`config.mk`:
```
export PLATFORM = sky130hd
export DESIGN_NAME = thor2024_unblend
export DESIGN_NICKNAME = d
export VERILOG_FILES = /design/src/rtl/thor2024_unblend_pkg.sv /design/src/rtl/thor2024_udiv10_seq.sv /design/src/rtl/thor2024_unblend.sv
export SDC_FILE = /design/constraint.sdc
export NUM_CORES = 1
export LEC_CHECK = 0
export BUFFER_PORTS_ARGS = -buffer_cell sky130_fd_sc_hd__buf_2
export CAP_MARGIN = 20
export CORE_ASPECT_RATIO = 1.25
export CORE_MARGIN = 5
export CORE_UTILIZATION = 55
export DETAILED_ROUTE_END_ITERATION = 6
export GPL_TIMING_DRIVEN = 0
export HOLD_SLACK_MARGIN = 0.05
export PLACE_DENSITY_LB_ADDON = 0.3
export SETUP_SLACK_MARGIN = 0.4
export SLEW_MARGIN = 20
export SYNTH_ARGS = -nofsm -noshare
export SYNTH_HDL_FRONTEND = slang
export SYNTH_HIERARCHICAL = 1
export SYNTH_SLANG_ARGS = --single-unit
```
`constraint.sdc`:
```
create_clock -name clk -period 12.7 [get_ports clk]
set_clock_uncertainty 0.15 [all_clocks]
set_input_delay 0 -clock clk [delete_from_list [all_inputs] [get_ports clk]]
set_output_delay 0 -clock clk [all_outputs]
set_load 0.05 [all_outputs]
```
`src/rtl/thor2024_unblend_pkg.sv`:
```
// Shared types and helpers for the Thor2024 alpha-unblend unit.
// value_t carries two packed 10:10:10 RGB pixels.
package thor2024_unblend_pkg;

  localparam int unsigned CH_W   = 10;
  localparam int unsigned NUM_CH = 6;
  localparam logic [9:0]  CH_MAX = 10'h3FF;

  typedef logic [63:0] value_t;

  typedef struct packed {
    logic [1:0] pad;
    logic [9:0] r;
    logic [9:0] g;
    logic [9:0] b;
  } rgb_t;

  typedef enum logic [1:0] {StIdle, StSetup, StDiv, StDone} state_e;

  // Bit position of channel idx in processing order b0,g0,r0,b1,g1,r1
  function automatic logic [5:0] ch_lsb(logic [2:0] idx);
    logic [5:0] pos;
    case (idx)
      3'd0:    pos = 6'd0;
      3'd1:    pos = 6'd10;
      3'd2:    pos = 6'd20;
      3'd3:    pos = 6'd32;
      3'd4:    pos = 6'd42;
      default: pos = 6'd52;
    endcase
    return pos;
  endfunction

  function automatic logic [9:0] ch_sel(value_t v, logic [2:0] idx);
    return v[ch_lsb(idx) +: CH_W];
  endfunction

endpackage

```
`src/rtl/thor2024_udiv10_seq.sv`:
```
// Restoring unsigned divider: 21-bit dividend / 10-bit divisor, one quotient bit per cycle.
// Quotient is presented combinationally alongside done in the 10th cycle after start.
module thor2024_udiv10_seq
  import thor2024_unblend_pkg::*;
(
  input  logic        clk,
  input  logic        rst,
  input  logic        start,
  input  logic [20:0] dividend,
  input  logic [9:0]  divisor,
  output logic [9:0]  quotient,
  output logic        done
);

  logic [9:0]  rem_q;
  logic [9:0]  low_q;
  logic [8:0]  quo_q;
  logic [9:0]  dvs_q;
  logic [3:0]  cnt_q;
  logic [10:0] shifted;
  logic        ge;
  logic [9:0]  rem_d;
  logic [9:0]  quo_d;

  always_comb begin
    shifted = {1'b0, rem_q, low_q[9]};
    shifted = {rem_q, low_q[9]};
    ge      = shifted >= {1'b0, dvs_q};
    // Result is below the divisor, so the low 10 bits are exact
    rem_d   = ge ? (shifted[9:0] - dvs_q) : shifted[9:0];
    quo_d   = {quo_q, ge};
    quotient = quo_d;
    done     = (cnt_q == 4'd1);
  end

  always_ff @(posedge clk or posedge rst) begin
    if (rst) begin
      rem_q <= '0;
      low_q <= '0;
      quo_q <= '0;
      dvs_q <= '0;
      cnt_q <= '0;
    end else if (start) begin
      // Negative dividends are clamped upstream; treat them as zero
      rem_q <= dividend[20] ? 10'd0 : dividend[19:10];
      low_q <= dividend[20] ? 10'd0 : dividend[9:0];
      quo_q <= '0;
      dvs_q <= divisor;
      cnt_q <= 4'd10;
    end else if (cnt_q != 4'd0) begin
      rem_q <= rem_d;
      low_q <= {low_q[8:0], 1'b0};
      quo_q <= quo_d[8:0];
      cnt_q <= cnt_q - 4'd1;
    end
  end

endmodule

```
`src/rtl/thor2024_unblend.sv`:
```
// Inverse alpha-blend: c0 = (o*1023 - (1023-a)*c1) / a per channel, clamped, fixed 67-cycle latency.
// Define THOR2024_UNBLEND_ROUND_EN to round the quotient to nearest instead of truncating.
module thor2024_unblend
  import thor2024_unblend_pkg::*;
(
  input  logic       rst,
  input  logic       clk,
  input  logic       req,
  output logic       rdy,
  input  value_t     a,
  input  value_t     c1,
  input  value_t     o_in,
  output value_t     res,
  output logic       res_v,
  input  logic       res_ack,
  output logic [5:0] div0,
  output logic [5:0] sat
);

  state_e     state_q;
  value_t     a_q, c1_q, o_q;
  logic [2:0] idx_q;
  logic       skip_q;
  logic [9:0] skip_val_q;
  rgb_t [1:0] res_q;
  logic       rdy_q, res_v_q;
  logic [5:0] div0_q, sat_q;

  logic [9:0]  ch_a, ch_c1, ch_o, inv_a, div_quo, ch_res;
  logic [19:0] prod_o, prod_c;
  logic [20:0] num;
  logic        ch_zero, num_neg, num_hi, div_start, div_done;

  always_comb begin
    ch_a    = ch_sel(a_q, idx_q);
    ch_c1   = ch_sel(c1_q, idx_q);
    ch_o    = ch_sel(o_q, idx_q);
    inv_a   = CH_MAX - ch_a;
    prod_o  = {10'd0, ch_o} * 20'd1023;
    prod_c  = {10'd0, inv_a} * {10'd0, ch_c1};
    num     = {1'b0, prod_o} - {1'b0, prod_c};
`ifdef THOR2024_UNBLEND_ROUND_EN
    num     = num + {12'd0, ch_a[9:1]};
`else
    num     = num + 21'd0;
`endif
    ch_zero = (ch_a == 10'd0);
    num_neg = num[20];
    // Quotient would exceed 10 bits
    num_hi  = !num_neg && (num[19:0] >= {ch_a, 10'd0});
    ch_res  = skip_q ? skip_val_q : div_quo;
    div_start = (state_q == StSetup);
  end

  thor2024_udiv10_seq u_div (
    .clk      (clk),
    .rst      (rst),
    .start    (div_start),
    .dividend (num),
    .divisor  (ch_a),
    .quotient (div_quo),
    .done     (div_done)
  );

  always_ff @(posedge clk or posedge rst) begin
    if (rst) begin
      state_q    <= StIdle;
      a_q        <= '0;
      c1_q       <= '0;
      o_q        <= '0;
      idx_q      <= '0;
      skip_q     <= 1'b0;
      skip_val_q <= '0;
      res_q      <= '0;
      rdy_q      <= 1'b1;
      res_v_q    <= 1'b0;
      div0_q     <= '0;
      sat_q      <= '0;
    end else begin
      case (state_q)
        StIdle: begin
          if (req) begin
            a_q     <= a;
            c1_q    <= c1;
            o_q     <= o_in;
            idx_q   <= '0;
            res_q   <= '0;
            div0_q  <= '0;
            sat_q   <= '0;
            rdy_q   <= 1'b0;
            state_q <= StSetup;
          end
        end
        StSetup: begin
          skip_q        <= ch_zero || num_neg || num_hi;
          skip_val_q    <= (!ch_zero && num_hi) ? CH_MAX : 10'd0;
          div0_q[idx_q] <= ch_zero;
          sat_q[idx_q]  <= !ch_zero && (num_neg || num_hi);
          state_q       <= StDiv;
        end
        StDiv: begin
          if (div_done) begin
            case (idx_q)
              3'd0:    res_q[0].b <= ch_res;
              3'd1:    res_q[0].g <= ch_res;
              3'd2:    res_q[0].r <= ch_res;
              3'd3:    res_q[1].b <= ch_res;
              3'd4:    res_q[1].g <= ch_res;
              default: res_q[1].r <= ch_res;
            endcase
            if (idx_q == 3'(NUM_CH - 1)) begin
              res_v_q <= 1'b1;
              state_q <= StDone;
            end else begin
              idx_q   <= idx_q + 3'd1;
              state_q <= StSetup;
            end
          end
        end
        default: begin
          if (res_ack) begin
            res_v_q <= 1'b0;
            rdy_q   <= 1'b1;
            state_q <= StIdle;
          end
        end
      endcase
    end
  end

  assign rdy   = rdy_q;
  assign res_v = res_v_q;
  assign res   = res_q;
  assign div0  = div0_q;
  assign sat   = sat_q;

endmodule
```
==> out/metrics.csv, run 1 <==
stage,metric,value,unit
clocking,number of CTS-inserted buffers,34,
synthesis,synthesized cell area,21400,µm²
synthesis,predominant post-synthesis flop cell,dfrtp_1,
setup_path,Crit path largest cell delay,590,ps
synthesis,Seq cells post-synth,316,
placed_design,Place WS,-1280,ps
timing,Final Setup Violations,0,
synthesis,Mapped Avg Cell Area,11.3,µm²
routing,Routed wire per std cell,22.9,µm
setup_path,Worst Path Buf+Inv,9,
final_layout,share of layout cells above drive strength 1,28.6,%
flow_run,Max-Cap Viols,0,
final_layout,Fillers,2606,
die,DIE HEIGHT,231,µm
timing,post-route clock period utilization,93.6,%
worst_hold_path,hold path cells,3,
synthesis,number of synthesized flops with an enable pin,0,
setup_path,Setup crit start kind,flip-flop,
setup_path,r2r worst-path depth,36,
placed_design,post-detail-place hpwl,46000,µm
clocking,# clock sinks,316,
setup_path,Most Frequent Cell on Critical Path,fa_1,
setup_path,crit path DAT,12180,ps
routing,drt total wl,67300,µm
die,core area,38300,µm²
synthesis,"Async S/R FF share, synth",100,%
grt,GR Util All Layers,30.9,%
outcome,status,completed,
timing,Final Hold Viols,0,
timing,unrepaired setup endpoints after global routing,false,
timing,Hold WS,84.6,ps
die,row cnt,80,
timing,max-slew violations,0,
die,initial core utilization,55.9,%
placed_design,DP Area,23600,µm²
synthesis,cell count after synthesis,1904,
setup_path,Worst path top cell family by delay,adder cells,
setup_path,Crit Path Class,flip-flop to flip-flop,
routing,Iteration-0 DRC Markers,1315,
synthesis,register area share after synthesis,36.9,%
grt,pin count of the biggest net entering global routing,101,
timing,setup tns final,0,ps
timing,Slew @ Worst Pin,1100,ps
clocking,clk root buf,clkbuf_16,
synthesis,cell taking the most area after synthesis,dfrtp_1,
setup_path,CP endpoint kind,flip-flop,
timing,Period minus WS final,11890,ps
setup_path,Critical Path RT,12990,ps
die,IO Pins,274,
synthesis,Ys Warns,6,
timing,final setup margin,814,ps
setup_path,largest fanout on the critical path,10,
final_layout,P&R area growth vs syn,25.4,%
die,DIE AREA,43000,µm²
routing,DR vias,17500,
final_layout,layout net count,2907,
final_layout,Post-Layout Inst Area,26900,µm²
grt,global-route wire length before repair,106000,µm
clocking,H-Tree Depth,2,
clocking,CTS tree,done,
synthesis,Yosys top cell area share,36.8,%
clocking,Clock Pin Slew Worst Setup and Hold Paths,70,ps
worst_hold_path,Hold Crit Class,primary input to flip-flop,
routing,Final ANT Viol Nets,0,
grt,initial antenna violation count,1,
routing,DR vias/cell,5.94,
setup_path,CP max stage cell,fa_1,
timing,Rel. slew slack,24.6,%
setup_path,Crit. path cell count,36,
placed_design,PortBufs,269,
clocking,"Clk Latency, worst-skew pair",540,ps
timing,Fmax,84.1,MHz
grt,vias in the first global route,19400,
synthesis,"top cells by area, synth","dfrtp_1 37%, fa_1 15%, mux2_2 13%",
die,Die W,187,µm
routing,DRC Markers,0,
synthesis,Netlist cell types,72,
routing,1st-pass router iterations,5,
grt,grt ovf,0,
clocking,CTS Buffer Depth,3,
placed_design,Final GP Congestion,0.932,
## final cells by class
cell class | instances | area [µm²] | share of cell area (%)
antenna | 2 | 5.00 | 0.0186
buffer | 77 | 387 | 1.44
clock buffer | 49 | 968 | 3.61
clock inverter | 12 | 160 | 0.596
inverter | 205 | 779 | 2.90
multi-input combinational | 1308 | 12600 | 46.7
sequential | 316 | 7910 | 29.5
tap | 492 | 616 | 2.29
timing repair buffer | 478 | 3480 | 13.0
## synthesized netlist by cell type (8+ instances only)
master    count
a21boi_0     10
o31ai_1      11
a21o_1       10
inv_1       200
a31oi_1       9
ha_1        135
o22ai_1       8
a21oi_1      88
dfrtp_1     315
o21ai_0      53
nor2_1      105
nand2b_1     17
o21a_1       15
nor3_1       28
clkbuf_1     54
buf_2         9
mux2_2      255
a211oi_1     10
and2_1       15
mux2i_1      32
mux4_2       30
nand2_1     184
xnor2_1      19
fa_1        156
or2_2         8
a22oi_1       8
## state kept, by name, indices dropped and copies added (netlist names)
register / flops
idx_q: 3
rdy: 1
u_div/low_q: 10
a_q: 64
u_div/cnt_q: 4
state_q: 2
sat: 6
skip_q: 1
o_q: 64
skip_val_q: 1
res: 60
div0: 6
u_div/dvs_q: 10
c1_q: 64
res_v: 1
u_div/rem_q: 10
u_div/quo_q: 9
## path summary, 6_finish.rpt
kind                             endpoint      from  slack (ps)
hold / removal                   c1_q[39]    c1[39]          80
max in group asynchronous         o_q[17]       rst       10840
hold reg to reg                    sat[4]    sat[4]         340
min in group asynchronous  u_div/quo_q[4]       rst         530
setup reg to reg                   skip_q  idx_q[1]         810
setup / recovery                   skip_q  idx_q[1]         810
## per-stage QoR
step	cells	util, %
4_1_cts	2932	69.8
2_1_floorplan	1907	-
6_report	2939	70.0
5_1_grt	2938	70.0
3_5_place_dp	2675	61.5
3_3_place_gp	2668	61.0
## worst reg2reg max path: cells and delay by family (launching register included)
kind                     cells  cell delay (ps)
adder cells (fa/ha/maj)     10             4180
buffers and inverters        9             1930
AND/OR/NAND/NOR              7             2080
flip-flops                   1              390
AO/OA/AOI/OAI                7             2150
multiplexers                 2              740
XOR/XNOR                     1              200
## per-layer routing
metal	vias up	wire length (µm)	track usage, %
li1	7528	-	-
met1	8772	23700	34.6
met2	884	35000	55.3
met3	286	4390	5.38
met4	0	4270	17.7
met5	-	0	0
## cell usage in the layout (no fill, tap or decap), types with 7 or more instances in the layout
master           n
dfrtp_1        315
buf_2          279
mux2_2         254
inv_1          198
dlygate4sd3_1  196
nand2_1        183
fa_1           156
ha_1           133
nor2_1         105
a21oi_1         80
clkbuf_1        53
o21ai_0         53
clkbuf_16       35
mux4_2          30
mux2i_1         28
nor3_1          27
xnor2_1         19
buf_4           17
nand2b_1        17
and2_1          15
o21a_1          11
o31ai_1         11
a21o_1          10
a211oi_1        10
a21boi_0        10
a31oi_1          9
clkbuf_2         8
or2_2            8
a21oi_2          8
a22oi_1          8
nand4_1          7
o22ai_1          7
## cell families after synthesis
| logic type | share of synthesized area, % |
|---|---|
| AOI/OAI and AO/OA | 7.98 |
| and+or+nand+nor | 8.33 |
| buffers and inverters | 5.25 |
| other | 0.0175 |
| xor gates and xnor gates | 0.940 |
| DFF | 36.9 |
| muxes | 18.1 |
| adders and majority gates | 22.5 |
## repair_timing
action,CTS,global route
pin swaps,1,1
resized for setup,28,25
endpoints found under the setup margin,8,8
hold buffers,196,0
endpoints found under the hold margin,527,0
setup buffers,1,5
Power of run 1 is left out: the tool's default activity adds up to more than one toggle a clock period on the data nets, which glitch-free logic cannot reach.
==> run 2, diff against run 1 <==
--- a/config.mk
+++ b/config.mk
@@ -5,6 +5,7 @@
 export SDC_FILE = /design/constraint.sdc
 export NUM_CORES = 1
 export LEC_CHECK = 0
+export ABC_AREA = 1
 export BUFFER_PORTS_ARGS = -buffer_cell sky130_fd_sc_hd__buf_2
 export CAP_MARGIN = 20
 export CORE_ASPECT_RATIO = 1.25
@@ -14,6 +15,7 @@
 export GPL_TIMING_DRIVEN = 0
 export HOLD_SLACK_MARGIN = 0.05
 export PLACE_DENSITY_LB_ADDON = 0.3
+export RECOVER_POWER = 100
 export SETUP_SLACK_MARGIN = 0.4
 export SLEW_MARGIN = 20
 export SYNTH_ARGS = -nofsm -noshare
==> run 2 against run 1 <==
Net effect:
- the flow now finishes with violations (max-capacitance violations, max-slew violations)
- synthesized cell count up 43%
- cell count rose by 30%
- global-route usage increased by 4.6 points
- via count rose by 26%
- routed wire length is 18% higher
- critical path depth up 7
- die area is 2.7% higher
- area after synthesis rose by 2.8%
- sequential share of layout area fell by 0.64 points
- largest cell class unchanged
==> out/metrics.csv, run 2 <==
stage,metric,value,unit
timing,setup tns final,0,ps
timing,Hold WS,54.9,ps
timing,max-slew violations,278,
synthesis,"top cells by area, synth","dfrtp_1 36%, nand2_1 15%, fa_1 14%",
synthesis,Ys Warns,6,
clocking,clk root buf,clkbuf_16,
timing,Final Setup Violations,0,
timing,post-route clock period utilization,89.6,%
clocking,post_cts resized,0,
setup_path,Setup crit start kind,flip-flop,
synthesis,Netlist cell types,54,
die,core area,39800,µm²
grt,initial antenna violation count,6,
final_layout,"most common cell after layout, fill and taps aside",nand2_1,
setup_path,Crit Path Class,flip-flop to flip-flop,
grt,GR Util All Layers,35.4,%
outcome,status,"finished, violations left",
clocking,H-Tree Depth,2,
synthesis,predominant post-synthesis flop cell,dfrtp_1,
timing,unrepaired setup endpoints after global routing,false,
synthesis,mux cell area share after synthesis,0,%
grt,vias in the first global route,22900,
die,IO Pins,274,
final_layout,Fillers,2986,
die,row cnt,82,
setup_path,Crit path largest cell delay,770,ps
routing,Routed wire per std cell,20.8,µm
setup_path,CP endpoint kind,flip-flop,
clocking,post-CTS setup buffer count,0,
final_layout,P&R area growth vs syn,24.6,%
synthesis,number of synthesized flops with an enable pin,0,
grt,met1 Resource Use GR,41.0,%
synthesis,combinational family with the most area after synthesis,simple AND/OR/NAND/NOR gates,
synthesis,Yosys top cell area share,35.8,%
synthesis,synthesized cell area,22000,µm²
final_layout,biggest regs,"a_q (64), c1_q (64), o_q (64)",
timing,Final Hold Viols,0,
grt,global-route wire length before repair,123000,µm
placed_design,PortBufs,269,
clocking,Clock Pin Slew Worst Setup and Hold Paths,60,ps
clocking,number of CTS-inserted buffers,35,
setup_path,CP max stage cell,a21oi_1,
timing,Period minus WS final,11390,ps
synthesis,XOR/XNOR share of the synthesized area,0.915,%
routing,DR vias/cell,5.78,
placed_design,Final GP Congestion,0.972,
synthesis,Mapped Avg Cell Area,8.06,µm²
grt,pin count of the biggest net entering global routing,111,
synthesis,top-count cell post-synth,nand2_1,
final_layout,share of layout cells above drive strength 1,10.3,%
routing,drt total wl,79600,µm
flow_run,Max-Cap Viols,3,
final_layout,highest-count cells in the layout ignoring fill and taps,"866 x nand2_1, 379 x inv_1, 315 x dfrtp_1",
setup_path,largest fanout on the critical path,10,
setup_path,crit path DAT,11710,ps
die,DIE HEIGHT,234,µm
timing,Slew @ Worst Pin,5780,ps
synthesis,Synth Area in Simple Gates,22.6,%
routing,1st-pass router iterations,7,
die,initial core utilization,55.3,%
timing,Fmax,87.8,MHz
synthesis,Synth Area in Compound Gates,9.45,%
synthesis,cell count after synthesis,2731,
synthesis,"Async S/R FF share, synth",100,%
synthesis,Seq cells post-synth,316,
die,DIE AREA,44200,µm²
grt,met3 GRT Util,7.92,%
timing,Rel. slew slack,-285,%
clocking,CTS Buffer Depth,3,
outcome,failing checks,"max-capacitance violations, max-slew violations",
placed_design,post-detail-place hpwl,53300,µm
grt,GR Util met2,60.0,%
routing,Iteration-0 DRC Markers,2152,
routing,Final ANT Viol Nets,0,
final_layout,layout net count,3773,
grt,busiest grt layer,met2,
routing,DR vias,22100,
clocking,Post-CTS Hold Fix Bufs,240,
routing,DRC Markers,0,
synthesis,"top cells by count, synth","861 x nand2_1, 378 x inv_1, 315 x dfrtp_1",
synthesis,post-synthesis adder-cell area fraction,21.8,%
clocking,"Clk Latency, worst-skew pair",550,ps
clocking,# clock sinks,316,
clocking,CTS tree,done,
synthesis,cell taking the most area after synthesis,dfrtp_1,
die,Die W,189,µm
worst_hold_path,Hold Crit Class,primary input to flip-flop,
synthesis,register area share after synthesis,35.9,%
setup_path,flop-to-flop setup slack,1310,ps
setup_path,Critical Path RT,13020,ps
grt,grt ovf,0,
run 2: cells by family (layout without fill, tap and decap cells):
| kind of cell | count (synthesis) | count (layout) |
|---|---|---|
| compound gates | 371 | 371 |
| xor+xnor | 23 | 23 |
| fa+ha+maj | 291 | 291 |
| other cells | 1 | 9 |
| buf+inv | 506 | 1083 |
| simple gates | 1223 | 1223 |
| flops | 316 | 316 |
run 2: worst paths after layout:
check / start / endpoint / cells past startpoint
worst min-delay path: c1[5] / c1_q[5] / 4
worst max-delay path: idx_q[0] / sat[0] / 43
min in group asynchronous: rst / u_div/quo_q[0] / 4
worst min register to register: o_q[14] / o_q[14] / 2
worst max register to register: idx_q[0] / sat[0] / 43
max in group asynchronous: rst / a_q[5] / 5
run 2: final cells by class:
cell class / count / area (µm²) / share of cell area (%)
Clock buffer: 45 / 963 / 3.51
Sequential cell: 316 / 7910 / 28.8
Clock inverter: 17 / 190 / 0.693
Multi-Input combinational cell: 1912 / 12000 / 43.8
Antenna cell: 5 / 12.5 / 0.0456
Buffer: 112 / 549 / 2.00
Tap cell: 504 / 631 / 2.30
Inverter: 394 / 1480 / 5.40
Timing Repair Buffer: 515 / 3690 / 13.4
run 2: layer usage:
layer | vias up | routed length (µm)
met1 | 10500 | 27300
li1 | 9620 | -
met3 | 432 | 7710
met5 | - | 0
met4 | 0 | 5980
met2 | 1512 | 38600
run 2: worst max-delay path: cells and delay by family (launching register included):
kind	cells	cell delay (ps)
simple gates	19	2590
fa+ha+maj	10	4430
compound gates	4	1860
buf+inv	9	1620
flops	1	440
xor+xnor	1	210
run 2: through the flow:
stage	instances	setup WS [ps]	area [µm²]	utilization [%]
final	3820	1310	27400	68.9
after floorplan	2734	3610	22000	-
after CTS	3815	1780	27700	69.5
after global placement	3507	1330	24000	60.3
after global routing	3819	722	27400	68.9
after detailed placement	3513	1850	24100	60.6
Power of run 2 is left out for the same reason.
